--- config.mk ---
export PLATFORM = sky130hd
export DESIGN_NAME = multicycle_control_unit
export DESIGN_NICKNAME = d
export VERILOG_FILES = /design/src/rtl/multicycle_control_unit.sv
export SDC_FILE = /design/constraint.sdc
export NUM_CORES = 1
export LEC_CHECK = 0
export CORE_MARGIN = 2
export CORE_UTILIZATION = 32
export CTS_BUF_LIST = sky130_fd_sc_hd__clkbuf_16
export DETAILED_ROUTE_END_ITERATION = 6
export GPL_TIMING_DRIVEN = 1
export HOLD_SLACK_MARGIN = 0.06
export PLACE_DENSITY_LB_ADDON = 0.25
export SETUP_SLACK_MARGIN = 0.3
export SKIP_LAST_GASP = 1
export SYNTH_ARGS = -nofsm -noshare
export SYNTH_HDL_FRONTEND = slang
export SYNTH_SLANG_ARGS = --single-unit
--- constraint.sdc ---
create_clock -name clk -period 1.8 [get_ports clk]
set_input_delay 0.18 -clock clk [delete_from_list [all_inputs] [get_ports clk]]
set_output_delay 0.18 -clock clk [all_outputs]
set_load 0.05 [all_outputs]
--- src/rtl/multicycle_control_unit.sv ---
// Moore-FSM control unit for a multicycle RV32I-subset datapath.
// Write strobes and Illegal are gated off combinationally while rst is high.
module multicycle_control_unit #(
    parameter int unsigned width  = 32,
    parameter bit          BNE_EN = 1'b1
) (
    input  logic             clk,
    input  logic             rst,
    input  logic [width-1:0] Instr,
    input  logic             Zero,
    output logic             PCWrite,
    output logic             AdrSrc,
    output logic             MemWrite,
    output logic             IRWrite,
    output logic             RegWrite,
    output logic [1:0]       ResultSrc,
    output logic [1:0]       ALUSrcA,
    output logic [1:0]       ALUSrcB,
    output logic [1:0]       ImmSrc,
    output logic [2:0]       ALUControl,
    output logic             Illegal
);

    typedef enum logic [3:0] {
        StFetch,
        StDecode,
        StMemAdr,
        StMemRead,
        StMemWb,
        StMemWrite,
        StExecR,
        StExecI,
        StAluWb,
        StJal,
        StBranch
    } state_e;

    localparam logic [6:0] OpLoad   = 7'b0000011;
    localparam logic [6:0] OpStore  = 7'b0100011;
    localparam logic [6:0] OpRType  = 7'b0110011;
    localparam logic [6:0] OpIType  = 7'b0010011;
    localparam logic [6:0] OpJal    = 7'b1101111;
    localparam logic [6:0] OpBranch = 7'b1100011;

    state_e     r_state;
    state_e     w_next;
    logic [6:0] w_opcode;
    logic [2:0] w_funct3;
    logic [1:0] w_alu_op;
    logic       w_pc_update;
    logic       w_branch;
    logic       w_take;
    logic       w_branch_ok;
    logic       w_mem_write;
    logic       w_ir_write;
    logic       w_reg_write;
    logic       w_illegal;
    logic       w_unused_instr;

    assign w_opcode       = Instr[6:0];
    assign w_funct3       = Instr[14:12];
    assign w_unused_instr = ^{Instr[width-1:31], Instr[29:15], Instr[11:7]};
    assign w_branch_ok    = (w_funct3 == 3'b000) || (BNE_EN && (w_funct3 == 3'b001));

    always_ff @(posedge clk) begin
        if (rst) begin
            r_state <= StFetch;
        end else begin
            r_state <= w_next;
        end
    end

    always_comb begin
        w_next      = StFetch;
        w_alu_op    = 2'b00;
        w_pc_update = 1'b0;
        w_branch    = 1'b0;
        w_illegal   = 1'b0;
        w_mem_write = 1'b0;
        w_ir_write  = 1'b0;
        w_reg_write = 1'b0;
        AdrSrc      = 1'b0;
        ResultSrc   = 2'b00;
        ALUSrcA     = 2'b00;
        ALUSrcB     = 2'b00;
        unique case (r_state)
            StFetch: begin
                w_ir_write  = 1'b1;
                ALUSrcB     = 2'b10;
                ResultSrc   = 2'b10;
                w_pc_update = 1'b1;
                w_next      = StDecode;
            end
            StDecode: begin
                ALUSrcA = 2'b01;
                ALUSrcB = 2'b01;
                case (w_opcode)
                    OpLoad, OpStore: w_next = StMemAdr;
                    OpRType:         w_next = StExecR;
                    OpIType:         w_next = StExecI;
                    OpJal:           w_next = StJal;
                    OpBranch: begin
                        if (w_branch_ok) begin
                            w_next = StBranch;
                        end else begin
                            w_illegal = 1'b1;
                        end
                    end
                    default:         w_illegal = 1'b1;
                endcase
            end
            StMemAdr: begin
                ALUSrcA = 2'b10;
                ALUSrcB = 2'b01;
                w_next  = Instr[5] ? StMemWrite : StMemRead;
            end
            StMemRead: begin
                AdrSrc = 1'b1;
                w_next = StMemWb;
            end
            StMemWb: begin
                ResultSrc   = 2'b01;
                w_reg_write = 1'b1;
            end
            StMemWrite: begin
                AdrSrc      = 1'b1;
                w_mem_write = 1'b1;
            end
            StExecR: begin
                ALUSrcA  = 2'b10;
                w_alu_op = 2'b10;
                w_next   = StAluWb;
            end
            StExecI: begin
                ALUSrcA  = 2'b10;
                ALUSrcB  = 2'b01;
                w_alu_op = 2'b10;
                w_next   = StAluWb;
            end
            StAluWb: begin
                w_reg_write = 1'b1;
            end
            StJal: begin
                ALUSrcA     = 2'b01;
                ALUSrcB     = 2'b10;
                w_pc_update = 1'b1;
                w_next      = StAluWb;
            end
            StBranch: begin
                ALUSrcA  = 2'b10;
                w_alu_op = 2'b01;
                w_branch = 1'b1;
            end
            default: w_next = StFetch;
        endcase
    end

    always_comb begin
        case (w_funct3)
            3'b000:  w_take = Zero;
            3'b001:  w_take = ~Zero;
            default: w_take = 1'b0;
        endcase
    end

    always_comb begin
        case (w_opcode)
            OpStore:  ImmSrc = 2'b01;
            OpBranch: ImmSrc = 2'b10;
            OpJal:    ImmSrc = 2'b11;
            default:  ImmSrc = 2'b00;
        endcase
    end

    always_comb begin
        ALUControl = 3'b000;
        case (w_alu_op)
            2'b01: ALUControl = 3'b001;
            2'b10: begin
                case (w_funct3)
                    3'b000:  ALUControl = (Instr[5] & Instr[30]) ? 3'b001 : 3'b000;
                    3'b010:  ALUControl = 3'b101;
                    3'b100:  ALUControl = 3'b100;
                    3'b110:  ALUControl = 3'b011;
                    3'b111:  ALUControl = 3'b010;
                    default: ALUControl = 3'b000;
                endcase
            end
            default: ALUControl = 3'b000;
        endcase
    end

    // Reset can land mid-instruction, so architectural side effects are masked here.
    assign PCWrite  = ~rst & (w_pc_update | (w_branch & w_take));
    assign IRWrite  = ~rst & w_ir_write;
    assign MemWrite = ~rst & w_mem_write;
    assign RegWrite = ~rst & w_reg_write;
    assign Illegal  = ~rst & w_illegal;

endmodule

Word-level counts from Yosys, hierarchy flattened
Cells that the tools add are included.
W data, S select, Z words.
{ "totals": {"output_inout_bits": 17, "in_bits": 35, "word_cells": 69, "register_bits": 4} }
{ "op_classes": {"eq_ne": 23, "bitwise": 10, "n_reduce_logical": 13, "mux": 22} }
{ "ops": {"columns": ["cell", "n"], "rows": [
  ["$pmux W4 S5", 2],
  ["$eq A4 B3 Y1 const B", 4],
  ["$pmux W2 S2", 4],
  ["$pmux W3 S5", 1],
  ["$eq A7 B6 Y1 const B", 2],
  ["$eq A7 B7 Y1 const B", 2],
  ["$eq A4 B4 Y1 const B", 3],
  ["$reduce_or A2 Y1", 6],
  ["$eq A3 B3 Y1 const B", 3],
  ["$mux W1", 9],
  ["$eq A4 B2 Y1 const B", 2],
  ["$and A1 B1 Y1", 7],
  ["$eq A7 B2 Y1 const B", 1],
  ["$eq A7 B5 Y1 const B", 1],
  ["$pmux W2 S3", 1],
  ["$pmux W3 S2", 1],
  ["$reduce_or A3 Y1", 2],
  ["$reduce_or A5 Y1", 1],
  ["$eq A4 B1 Y1 const B", 1],
  ["$logic_not A4 Y1", 1],
  ["$mux W4", 1],
  ["$pmux W1 S2", 2],
  ["$reduce_or A4 Y1", 1],
  ["$eq A3 B1 Y1 const B", 1],
  ["8 further kinds", 9]
]} }

Longest topological paths before layout
{ "depth": {"depth_word": 6, "ltp_mapped": 7, "depth_no_buf": 6} }

Worst setup path before layout
No wires, ideal clock.
{ "synth_timing": {"kind": "reg-to-output", "start": "reg r_state[0]", "end": "out ALUControl[2]", "t_arrival_ps": 2724, "setup_slack_ps": -1104, "n_path_buf": 1, "required_time_ps": 1620, "stages_incl_launch_ff": 6, "path_cell_list": "dfxtp_1 -> buf_6 -> and4bb_2 -> inv_1 -> ha_1 -> nor4b_1"} }
{ "synth_between": {"elab_chain_cells": 5, "elab_cells_between_ends": 8, "classes_between": "5 x eq/ne; 2 x mux; 1 x reduce/logical"} }
{ "synth_lines": {"columns": ["element", "line", "rtl"], "rows": [
  ["from (decl)", "45", "state_e r_state;"],
  ["from (signal assigned)", "67", "r_state <= StFetch;"],
  ["from (signal assigned)", "69", "r_state <= w_next;"],
  ["$eq A4 B3 Y1", "86", "unique case (r_state)"],
  ["$reduce_or A2 Y1 (no line)", null, null],
  ["$pmux W2 S2 *", "86", null],
  ["$eq A2 B2 Y1 or $eq A2 B1 Y1 (tied branches)", "177", "case (w_alu_op)"],
  ["$pmux W3 S2 *", "177", null],
  ["to (decl)", "20", "output logic [2:0] ALUControl,"]
]} }
Every way passes the cells marked *; elsewhere a longest branch is shown, timed or not.

Worst setup path in the final report
{ "layout_timing": {"start": "reg r_state[2]", "end": "out ALUControl[2]"} }
Same word-level chain as after synthesis.

==> results <==
## final timing paths
| kind | from | to | slack [ns] | depth (start not counted) |
|---|---|---|---|---|
| setup / recovery | r_state[2] | ALUControl[2] | -0.05 | 5 |
| setup reg to reg | r_state[2] | r_state[0] | 0.38 | 5 |
| hold reg to reg | r_state[0] | r_state[0] | 0.66 | 2 |
| hold / removal | Instr[5] | r_state[1] | 0.40 | 5 |
## logic make-up (layout without fill, tap and decap cells)
| family | count (synthesis) | count (layout) | share of synthesized area, % |
|---|---|---|---|
| compound gates | 16 | 16 | 17.58 |
| xor+xnor | 5 | 5 | 7.070 |
| fa+ha+maj | 2 | 2 | 4.040 |
| buf+inv | 8 | 58 | 9.494 |
| flops | 4 | 4 | 12.93 |
| simple gates | 39 | 39 | 48.89 |
## repair_timing
action	CTS	global route
resized for setup	23	15
endpoints found under the setup margin	12	19
hold endpoints to repair	0	0
pin swaps	11	9
buffers inserted	9	0
## layer usage
| metal | wire [µm] | GRT usage, % |
|---|---|---|
| met3 | 107 | 6.038 |
| met5 | 0 | 0 |
| met2 | 1466 | 40.53 |
| met4 | 71 | 14.05 |
| met1 | 1055 | 30.38 |
## power by group through the flow
stage	Clock [µW]	Sequential (µW)	Combinational (µW)
after global placement	0	93.9	226
final	354	91.6	253
after floorplan	0	93.6	110
after CTS	356	91.2	237
after global routing	364	91.7	263
after detailed placement	0	93.8	229
## synth_stat cells (2+ instances only)
cell / number
a21oi_1: 5
nor2_1: 5
and2_1: 4
dfxtp_1: 4
nor3_1: 4
xnor2_1: 4
inv_1: 3
nor4_1: 3
nor4b_1: 3
a31oi_1: 2
clkbuf_8: 2
ha_1: 2
nand2b_1: 2
nor2b_1: 2
nor3b_1: 2
o21ai_0: 2
## worst reg2reg max path, stage by stage (launching register included)
cell     delay (ns)
dfxtp_2        0.32
buf_4          0.19
or3_4          0.38
buf_4          0.18
a21o_1         0.15
a31oi_1        0.13
## per-stage QoR
step,setup TNS (ns),power [µW],cells
after floorplan,-0.1156,203.5,74
after global placement,-0.02245,320.2,137
after detailed placement,-0.04131,322.5,137
after CTS,-0.05217,683.6,149
after global routing,-0.1875,718.8,149
final,-0.06697,697.9,149
## cell type report
type | count | share of cell area (%)
flip-flops and latches | 4 | 5.601
repair buffers | 52 | 41.56
well taps | 25 | 2.029
inverters | 3 | 0.7305
multi-input cells | 62 | 45.21
clock buffers | 3 | 4.870
==> flow_metrics.py <==
metrics = {
    "detailed_routing": {
        "drtPass1Iterations": 4,
        "vias": 803,
        "viasPerCell": 5.389,
        "drt_iter0_drc": 10,
        "detail-route-antenna-nets": 0,
        "drc": 0,
        "wirelength_mm": 2.700,
        "wire_per_inst_um": 18.12,
    },
    "floorplan": {
        "die-area_um2": 2304,
        "start_util_pct": 35.11,
        "die-height_um": 48.00,
        "ios": 52,
        "rows": 15,
        "dieWidth_um": 48.00,
        "core_um2": 1764,
    },
    "critical_path": {
        "cp_slowest_cell": "nor4b_4",
        "cp_top_family": "simple AND/OR/NAND/NOR gates",
        "critical_path_arrival_ns": 1.67,
        "cpPeakStageDelay_ns": 0.33,
        "end_kind": "output port",
        "start_kind": "register",
        "worstPathRequired_ns": 1.62,
        "path_cells": "and4bb_2 -> inv_2 -> ha_4 -> nor4b_4 -> buf_12",
        "cp_max_fo": 3,
        "critPathKind": "register to output port",
        "crit_buf_inv": 2,
    },
    "cells_and_area": {
        "final_util_pct": 87.38,
        "drive_above_1_share_pct": 66.94,
        "syn_to_final_growth_pct": 148.9,
        "final_common_cell": "buf_12",
        "reg.largest.list": "r_state (4)",
        "antenna_cells": 0,
        "multi_input_area_um2": 696.9,
        "largest_reg_flops": 4,
        "regArea_um2": 86.33,
        "final_design_area_no_fill_um2": 1541,
        "fillers": 80,
        "nNetsFinal": 163,
        "final_cell_mix": "16 x buf_12, 15 x buf_4, 8 x buf_6, 6 x dlygate4sd2_1, 6 x clkdlybuf4s50_1",
        "largest-register": "r_state",
    },
    "yosys": {
        "yosysTopAreaCell": "dfxtp_1",
        "ys_types": 41,
        "synth-edff-count": 0,
        "syn-cell-area_um2": 619.3,
        "ys_ff_latch": 4,
        "synth_top_area_share_pct": 12.93,
        "synth_cells": 74,
        "synth_area_leaders": "dfxtp_1 13%, xnor2_1 5.7%, clkbuf_8 4.4%, nand4bb_4 4.4%, nor4b_1 4.2%",
        "syn_area_per_cell_um2": 8.370,
        "synthArstFlopShare_pct": 0,
        "synth-warning-count": 0,
        "synth_nets": 111,
        "synth_top_flop_cell": "dfxtp_1",
        "synth-seq-area-share_pct": 12.93,
    },
    "clock_network": {
        "path_clk_slew_ns": 0.03,
        "clock_latency_ns": 0.23,
        "cts.sink_count": 4,
        "cts_hold_buf": 0,
        "cts_htree_levels": 1,
        "cts_buffers": 3,
        "cts-root-buf": "clkbuf_16",
        "cts_buffer_depth": 2,
        "cts_tree": "yes",
    },
    "placement": {
        "gp_congestion": 0.6905,
        "post-place-ws_ns": -0.04131,
        "post_dp_cell_area_um2": 1282,
        "dp_hpwl_mm": 1.611,
        "port_buffers": 30,
    },
    "timing": {
        "hold_violations": 0,
        "drv_slew": 0,
        "holdWs_ns": 0.3980,
        "setup_viol": 3,
        "timing.fmax_mhz": 541.9,
        "slew_headroom_pct": 77.88,
        "finalCriticalPeriod_ns": 1.845,
        "rsz0062_at_grt": "yes",
        "period_share_pct": 102.5,
        "final.setup_skew_ns": 0.003445,
        "tightest_slew_ns": 0.3317,
        "layout_setup_ws_ns": -0.04539,
    },
    "pwr": {
        "powerDensity_nw_per_um2": 452.7,
        "power_frac_seq_pct": 13.1,
        "ir_drop_mv": 0.4524,
        "internal_power_uw": 495.7,
        "pwr-share-clk_pct": 50.7,
        "share_comb_of_total_power_pct": 36.2,
        "p_sw_uw": 202.2,
        "p_sw_share_pct": 28.97,
        "p_leak_uw": 0.0005934,
    },
    "grt": {
        "grt_max_degree": 18,
        "grt_usage_pct": 25.15,
        "antenna_found_initial": 0,
        "grt_pass1_wl_mm": 3.884,
        "overflow": 0,
        "grt_pass1_vias": 814,
    },
    "status": {
        "violations": "setup timing",
        "status": "finished with violations",
    },
    "hold_path": {
        "hold_path.class": "input port to register",
    },
    "job": {
        "maxCapViolCount": 0,
    },
}
Power figures use the tool's default switching activity.
